File: src/rtl/flash_read_bridge.sv
// Bus-side front end for the 16-bit NOR flash driver: turns each 32-bit word read into two
// halfword flash reads and keeps a single-entry word cache.
module flash_read_bridge #(
  parameter int unsigned WORD_AW   = 21,
  parameter int unsigned READ_WAIT = 10
) (
  input  logic               clk,
  input  logic               rst_n,
  input  logic               bus_req,
  input  logic [WORD_AW+1:0] bus_addr,
  output logic [31:0]        bus_rdata,
  output logic               bus_ack,
  output logic               bus_err,
  input  logic               inv,
  output logic [WORD_AW:0]   drv_addr,
  output logic               drv_read,
  input  logic [15:0]        drv_data,
  input  logic               drv_ack
);

  typedef enum logic [2:0] {
    StIdle, StLoWait, StLoRd, StLoRel, StHiWait, StHiRd, StHiRel, StDone
  } state_e;

  state_e               state_q, state_d;
  logic [WORD_AW-1:0]   word_q, word_d;
  logic [WORD_AW-1:0]   tag_q, tag_d;
  logic [31:0]          data_q, data_d;
  logic                 valid_q, valid_d;
  logic                 poison_q, poison_d;
  logic [7:0]           cnt_q, cnt_d;
  logic [15:0]          lo_q, lo_d;
  logic [15:0]          hi_q, hi_d;
  logic [31:0]          rdata_q, rdata_d;
  logic                 ack_q, ack_d;
  logic                 err_q, err_d;
  logic [WORD_AW:0]     drv_addr_q, drv_addr_d;
  logic                 drv_read_q, drv_read_d;

  logic [WORD_AW-1:0]   word_idx;
  logic                 aligned;
  logic                 hit;
  logic                 take_req;

  assign word_idx = bus_addr[WORD_AW+1:2];
  assign aligned  = (bus_addr[1:0] == 2'b00);
  assign hit      = valid_q && (tag_q == word_idx) && !inv;
  // The cycle carrying an ack/err still sees the old request level, so it is ignored.
  assign take_req = bus_req && !ack_q && !err_q;

  always_ff @(posedge clk or negedge rst_n) begin
    if (!rst_n) begin
      state_q    <= StIdle;
      word_q     <= '0;
      tag_q      <= '0;
      data_q     <= '0;
      valid_q    <= 1'b0;
      poison_q   <= 1'b0;
      cnt_q      <= '0;
      lo_q       <= '0;
      hi_q       <= '0;
      rdata_q    <= '0;
      ack_q      <= 1'b0;
      err_q      <= 1'b0;
      drv_addr_q <= '0;
      drv_read_q <= 1'b0;
    end else begin
      state_q    <= state_d;
      word_q     <= word_d;
      tag_q      <= tag_d;
      data_q     <= data_d;
      valid_q    <= valid_d;
      poison_q   <= poison_d;
      cnt_q      <= cnt_d;
      lo_q       <= lo_d;
      hi_q       <= hi_d;
      rdata_q    <= rdata_d;
      ack_q      <= ack_d;
      err_q      <= err_d;
      drv_addr_q <= drv_addr_d;
      drv_read_q <= drv_read_d;
    end
  end

  always_comb begin
    state_d = state_q;
    unique case (state_q)
      StIdle:   if (take_req && aligned && !hit) state_d = StLoWait;
      StLoWait: if (drv_ack) state_d = StLoRd;
      StLoRd:   if (cnt_q == 8'd0) state_d = StLoRel;
      StLoRel:  if (drv_ack) state_d = StHiWait;
      StHiWait: if (drv_ack) state_d = StHiRd;
      StHiRd:   if (cnt_q == 8'd0) state_d = StHiRel;
      StHiRel:  if (drv_ack) state_d = StDone;
      StDone:   state_d = StIdle;
      default:  state_d = StIdle;
    endcase
  end

  always_comb begin
    word_d     = word_q;
    tag_d      = tag_q;
    data_d     = data_q;
    valid_d    = valid_q;
    poison_d   = poison_q;
    cnt_d      = cnt_q;
    lo_d       = lo_q;
    hi_d       = hi_q;
    rdata_d    = rdata_q;
    ack_d      = 1'b0;
    err_d      = 1'b0;
    drv_addr_d = drv_addr_q;
    drv_read_d = drv_read_q;
    unique case (state_q)
      StIdle: begin
        if (take_req) begin
          if (!aligned) begin
            err_d = 1'b1;
          end else if (hit) begin
            ack_d   = 1'b1;
            rdata_d = data_q;
          end else begin
            word_d   = word_idx;
            poison_d = 1'b0;
          end
        end
      end
      StLoWait, StHiWait: begin
        if (drv_ack) begin
          drv_addr_d = {word_q, (state_q == StHiWait)};
          drv_read_d = 1'b1;
          cnt_d      = 8'(READ_WAIT - 1);
        end
      end
      StLoRd, StHiRd: begin
        if (cnt_q == 8'd0) begin
          if (state_q == StLoRd) lo_d = drv_data;
          else                   hi_d = drv_data;
          drv_read_d = 1'b0;
        end else begin
          cnt_d = cnt_q - 8'd1;
        end
      end
      StHiRel: begin
        if (drv_ack) begin
          ack_d   = 1'b1;
          rdata_d = {hi_q, lo_q};
        end
      end
      StDone: begin
        if (!poison_q && !inv) begin
          valid_d = 1'b1;
          tag_d   = word_q;
          data_d  = rdata_q;
        end
      end
      default: ;
    endcase
    // Invalidate wins over any fill; an in-flight fetch must not repopulate the cache.
    if (inv) begin
      valid_d = 1'b0;
      if (state_q != StIdle) poison_d = 1'b1;
    end
  end

  assign bus_rdata = rdata_q;
  assign bus_ack   = ack_q;
  assign bus_err   = err_q;
  assign drv_addr  = drv_addr_q;
  assign drv_read  = drv_read_q;

endmodule
File: config.mk
export PLATFORM = sky130hd
export DESIGN_NAME = flash_read_bridge
export DESIGN_NICKNAME = d
export VERILOG_FILES = /design/src/rtl/flash_read_bridge.sv
export SDC_FILE = /design/constraint.sdc
export NUM_CORES = 1
export LEC_CHECK = 0
export ABC_AREA = 0
export BUFFER_PORTS_ARGS = -buffer_cell sky130_fd_sc_hd__buf_2
export CORE_UTILIZATION = 52
export CTS_CLUSTER_DIAMETER = 200
export DETAILED_ROUTE_END_ITERATION = 8
export PLACE_DENSITY = 0.73
export SLEW_MARGIN = 10
export SYNTH_ARGS = -nofsm -noshare
export SYNTH_HDL_FRONTEND = slang
export SYNTH_SLANG_ARGS = --single-unit
File: constraint.sdc
create_clock -name clk -period 2.15 [get_ports clk]
set_input_delay 0.43 -clock clk [delete_from_list [all_inputs] [get_ports clk]]
set_output_delay 0.43 -clock clk [all_outputs]
set_load 0.01 [all_outputs]
==> impl_metrics.py <==
metrics = {
    "timing": {
        "whs_ns": 0.240,
        "clock.fmax_mhz": 455,
        "final-setup-viol-count": 25,
        "slew_viol_final": 0,
        "layout_min_cycle_time_ns": 2.20,
        "rsz0062_at_grt": "yes",
        "tightest_slew_ns": 0.495,
        "period_share_pct": 102,
        "timing.setup.tns_ns": -0.638,
        "fin_skew_ns": 0.0144,
        "slew_headroom_pct": 67.0,
        "report.final.hold_viol_count": 0,
        "setup_slack_ns": -0.0462,
    },
    "clock_tree": {
        "cts_buffer_depth": 2,
        "clk_latency_ns": 0.45,
        "cts_made_buffers": 17,
        "tritoncts": "built",
        "clock-root-buffer": "clkbuf_16",
        "clock_sinks": 176,
        "htree_num_levels": 4,
        "clk_pin_slew_worst_paths_ns": 0.07,
    },
    "floorplanning": {
        "ioPinCount": 101,
        "start_util_pct": 53.2,
        "coreArea_mm2": 0.0145,
        "rows": 44,
        "fp.dieH_um": 124,
        "fp.dieW_um": 124,
        "die_area_mm2": 0.0153,
    },
    "routing": {
        "vias": 4722,
        "drt-wirelength-per-cell_um": 18.5,
        "route.detailed.drc": 0,
        "initialDrtViolationCount": 227,
        "ant_nets": 0,
        "via_per_inst": 5.44,
        "drt_wl_total_mm": 16.1,
        "drtPass1Iterations": 4,
    },
    "final_layout": {
        "finalNonFillerCells": 868,
        "regArea_mm2": 0.00440,
        "fin_nets": 719,
        "fillers": 1021,
        "final_layout_size_suffix_gt1_share_pct": 61.9,
        "multi_input_area_mm2": 0.00335,
        "syn2layout_area_growth_pct": 26.7,
    },
    "yosys": {
        "synth.top_cells.by_area": "dfrtp_1 (57%), mux2_2 (24%), mux2_4 (5.7%)",
        "ys.flop_type": "dfrtp_1",
        "synth_cell_type_count": 40,
        "synth_area_leader_cell": "dfrtp_1",
        "muxShareOfSynthArea_pct": 29.8,
        "yosysMostFrequentCell": "dfrtp_1",
        "syn-cell-area_mm2": 0.00770,
        "ys_seq_area_share_pct": 57.2,
        "synth_fp_nets": 564,
        "synth_compound_area_share_pct": 2.10,
        "yosys.area.top_type_share_pct": 57.2,
        "postSynthAreaPerCell_um2": 14.9,
        "synthSimpleGateAreaFrac_pct": 4.75,
        "synth_xor_area_share_pct": 3.07,
        "synth_edf_count": 0,
        "synthAdderAreaFrac_pct": 0.813,
        "synthCells": 515,
        "synth-seq-cells": 176,
        "synth_top_family_by_area": "multiplexers",
        "yosysWarnings": 0,
        "yosys-top-cells-count": "dfrtp_1 (176), mux2_2 (165), mux2_4 (29), xnor2_1 (22), nor2_1 (16)",
        "synthArstFlopShare_pct": 100,
    },
    "global_routing": {
        "grt_use_met3_pct": 6.46,
        "grt_util_met2_pct": 36.2,
        "grt_max_degree": 53,
        "track_usage_pct": 22.6,
        "met1_usage_pct": 29.7,
        "grt_pass1_wl_mm": 25.7,
        "gr-max-usage-layer": "met2",
        "grt-ovfl-total": 0,
        "first_global_vias": 4960,
        "antenna_found_initial": 0,
    },
    "placed_design": {
        "place_ws_ns": -0.183,
        "place_congestion": 0.804,
        "post-place-cells": 825,
        "dp_hpwl_mm": 10.5,
        "portBuffers": 100,
    },
    "worst_hold_path": {
        "hold_start": "drv_data[4]",
        "worstHoldPathType": "primary input to register",
        "hold_depth": 2,
        "whs_endpoint": "lo_q[4]",
    },
    "critical_path": {
        "worst_ep_required_time_ns": 2.47,
        "end_kind": "register",
        "slowest_stage": "dfrtp_1",
        "cp.arrival_ns": 2.52,
        "worstSetupStartpointType": "register",
        "cpPeakStageDelay_ns": 0.40,
        "r2r-start": "state_q[0]",
        "reg2reg_slack_ns": -0.05,
        "rr_worst_depth": 10,
        "worstSetupPathType": "register to register",
        "cp-startpoint": "state_q[0]",
        "path_cells": "inv_2 > ha_4 > nand2b_4 > or3_4 > nor3_4 > nand3_2 > o21ai_4 > buf_12 > buf_16 > mux2_4",
        "crit_path_max_fanout": 6,
        "r2r-end": "bus_rdata[17]",
    },
    "outcome": {
        "status": "finished, violations left",
        "violations": "setup timing",
    },
    "power": {
        "p_per_area_mw_per_mm2": 1200,
        "leakage_nw": 4.78,
        "peakVddDrop_mv": 0.732,
        "report.power.total_w": 0.0117,
    },
    "run": {
        "cap_violations": 0,
    },
}
## layout by cell type (no fill, tap or decap), types with 3 or more instances in the layout
| cell | n |
|---|---|
| bufinv_16 | 3 |
| dfrtp_1 | 176 |
| a21o_1 | 3 |
| a21oi_1 | 5 |
| mux2_2 | 161 |
| nand4_1 | 10 |
| clkbuf_16 | 19 |
| nand3_1 | 5 |
| nand2_1 | 8 |
| buf_6 | 3 |
| o21ai_0 | 7 |
| mux2_4 | 33 |
| xnor2_1 | 8 |
| nor4_2 | 3 |
| nor2_1 | 15 |
| xnor2_2 | 14 |
| xor2_1 | 5 |
| buf_12 | 8 |
| inv_6 | 4 |
| buf_2 | 99 |
| buf_4 | 43 |
| inv_1 | 4 |
## timing repair
item / 4_1_cts / 5_1_grt
pin swaps: 5 / 6
cloned: 1 / 3
hold buffers: 1 / 0
setup endpoints to repair: 40 / 63
buffers inserted: 5 / 4
hold endpoints to repair: 46 / 0
resized for setup: 11 / 30
## critical path: cells and delay by family (launching register included)
family / cells / cell delay [ns]
buffers and inverters: 3 / 0.35
flip-flops: 1 / 0.40
AND/OR/NAND/NOR: 4 / 0.75
AO/OA/AOI/OAI: 1 / 0.14
adder cells (fa/ha/maj): 1 / 0.14
multiplexers: 1 / 0.30
## state kept, by name, indices dropped and copies added, names as in the netlist
| register | flops |
|---|---|
| bus_ack | 1 |
| bus_err | 1 |
| bus_rdata | 32 |
| cnt_q | 8 |
| data_q | 32 |
| drv_addr | 22 |
| drv_read | 1 |
| hi_q | 16 |
| lo_q | 16 |
| poison_q | 1 |
| state_q | 3 |
| tag_q | 21 |
| valid_q | 1 |
| word_q | 21 |
## logic make-up after synthesis
family          Yosys count
mux                     194
flops                   176
simple gates             62
xor+xnor                 27
buf+inv                  27
compound gates           24
fa+ha+maj                 5
## where the power goes
part / internal, W / switching (W) / total [W]
Clock: 0.00190 / 0.00139 / 0.00330
Combinational: 0.00196 / 0.00152 / 0.00348
Sequential: 0.00429 / 0.000639 / 0.00493
Total: 0.00815 / 0.00355 / 0.0117
## per-stage QoR
step           util [%]  cell area [um^2]
2_1_floorplan         -              7710
3_3_place_gp       60.5              8750
3_5_place_dp       60.5              8750
4_1_cts            65.6              9500
5_1_grt            67.3              9750
6_report           67.4              9750
## metal layers
metal / vias to the layer above / part of all wire [%] / routed length [um]
met2: 86 / 51 / 8130
met5: - / 0 / 0
met4: 0 / 1.4 / 230
met1: 2439 / 44 / 7150
li1: 2174 / - / -
met3: 23 / 3.5 / 570
## area by class of cell
type	count	area share (%)
diodes	1	0.0257
clock buffers	18	4.50
clock inverters	14	2.07
inverters	6	0.231
multi-input cells	312	34.4
flip-flops and latches	176	45.2
well taps	184	2.36
repair buffers	157	11.3
## how the worst max path moves through the flow
stage	slack (ns)	end	cells after the start
floorplan	0.004	bus_rdata[10]	9
global placement	-0.26	bus_rdata[0]	9
detailed placement	-0.18	bus_rdata[31]	9
CTS	-0.09	bus_rdata[30]	10
global route	-0.12	bus_rdata[17]	10
finish	-0.05	bus_rdata[17]	10
(Power assumes the default switching activity.)
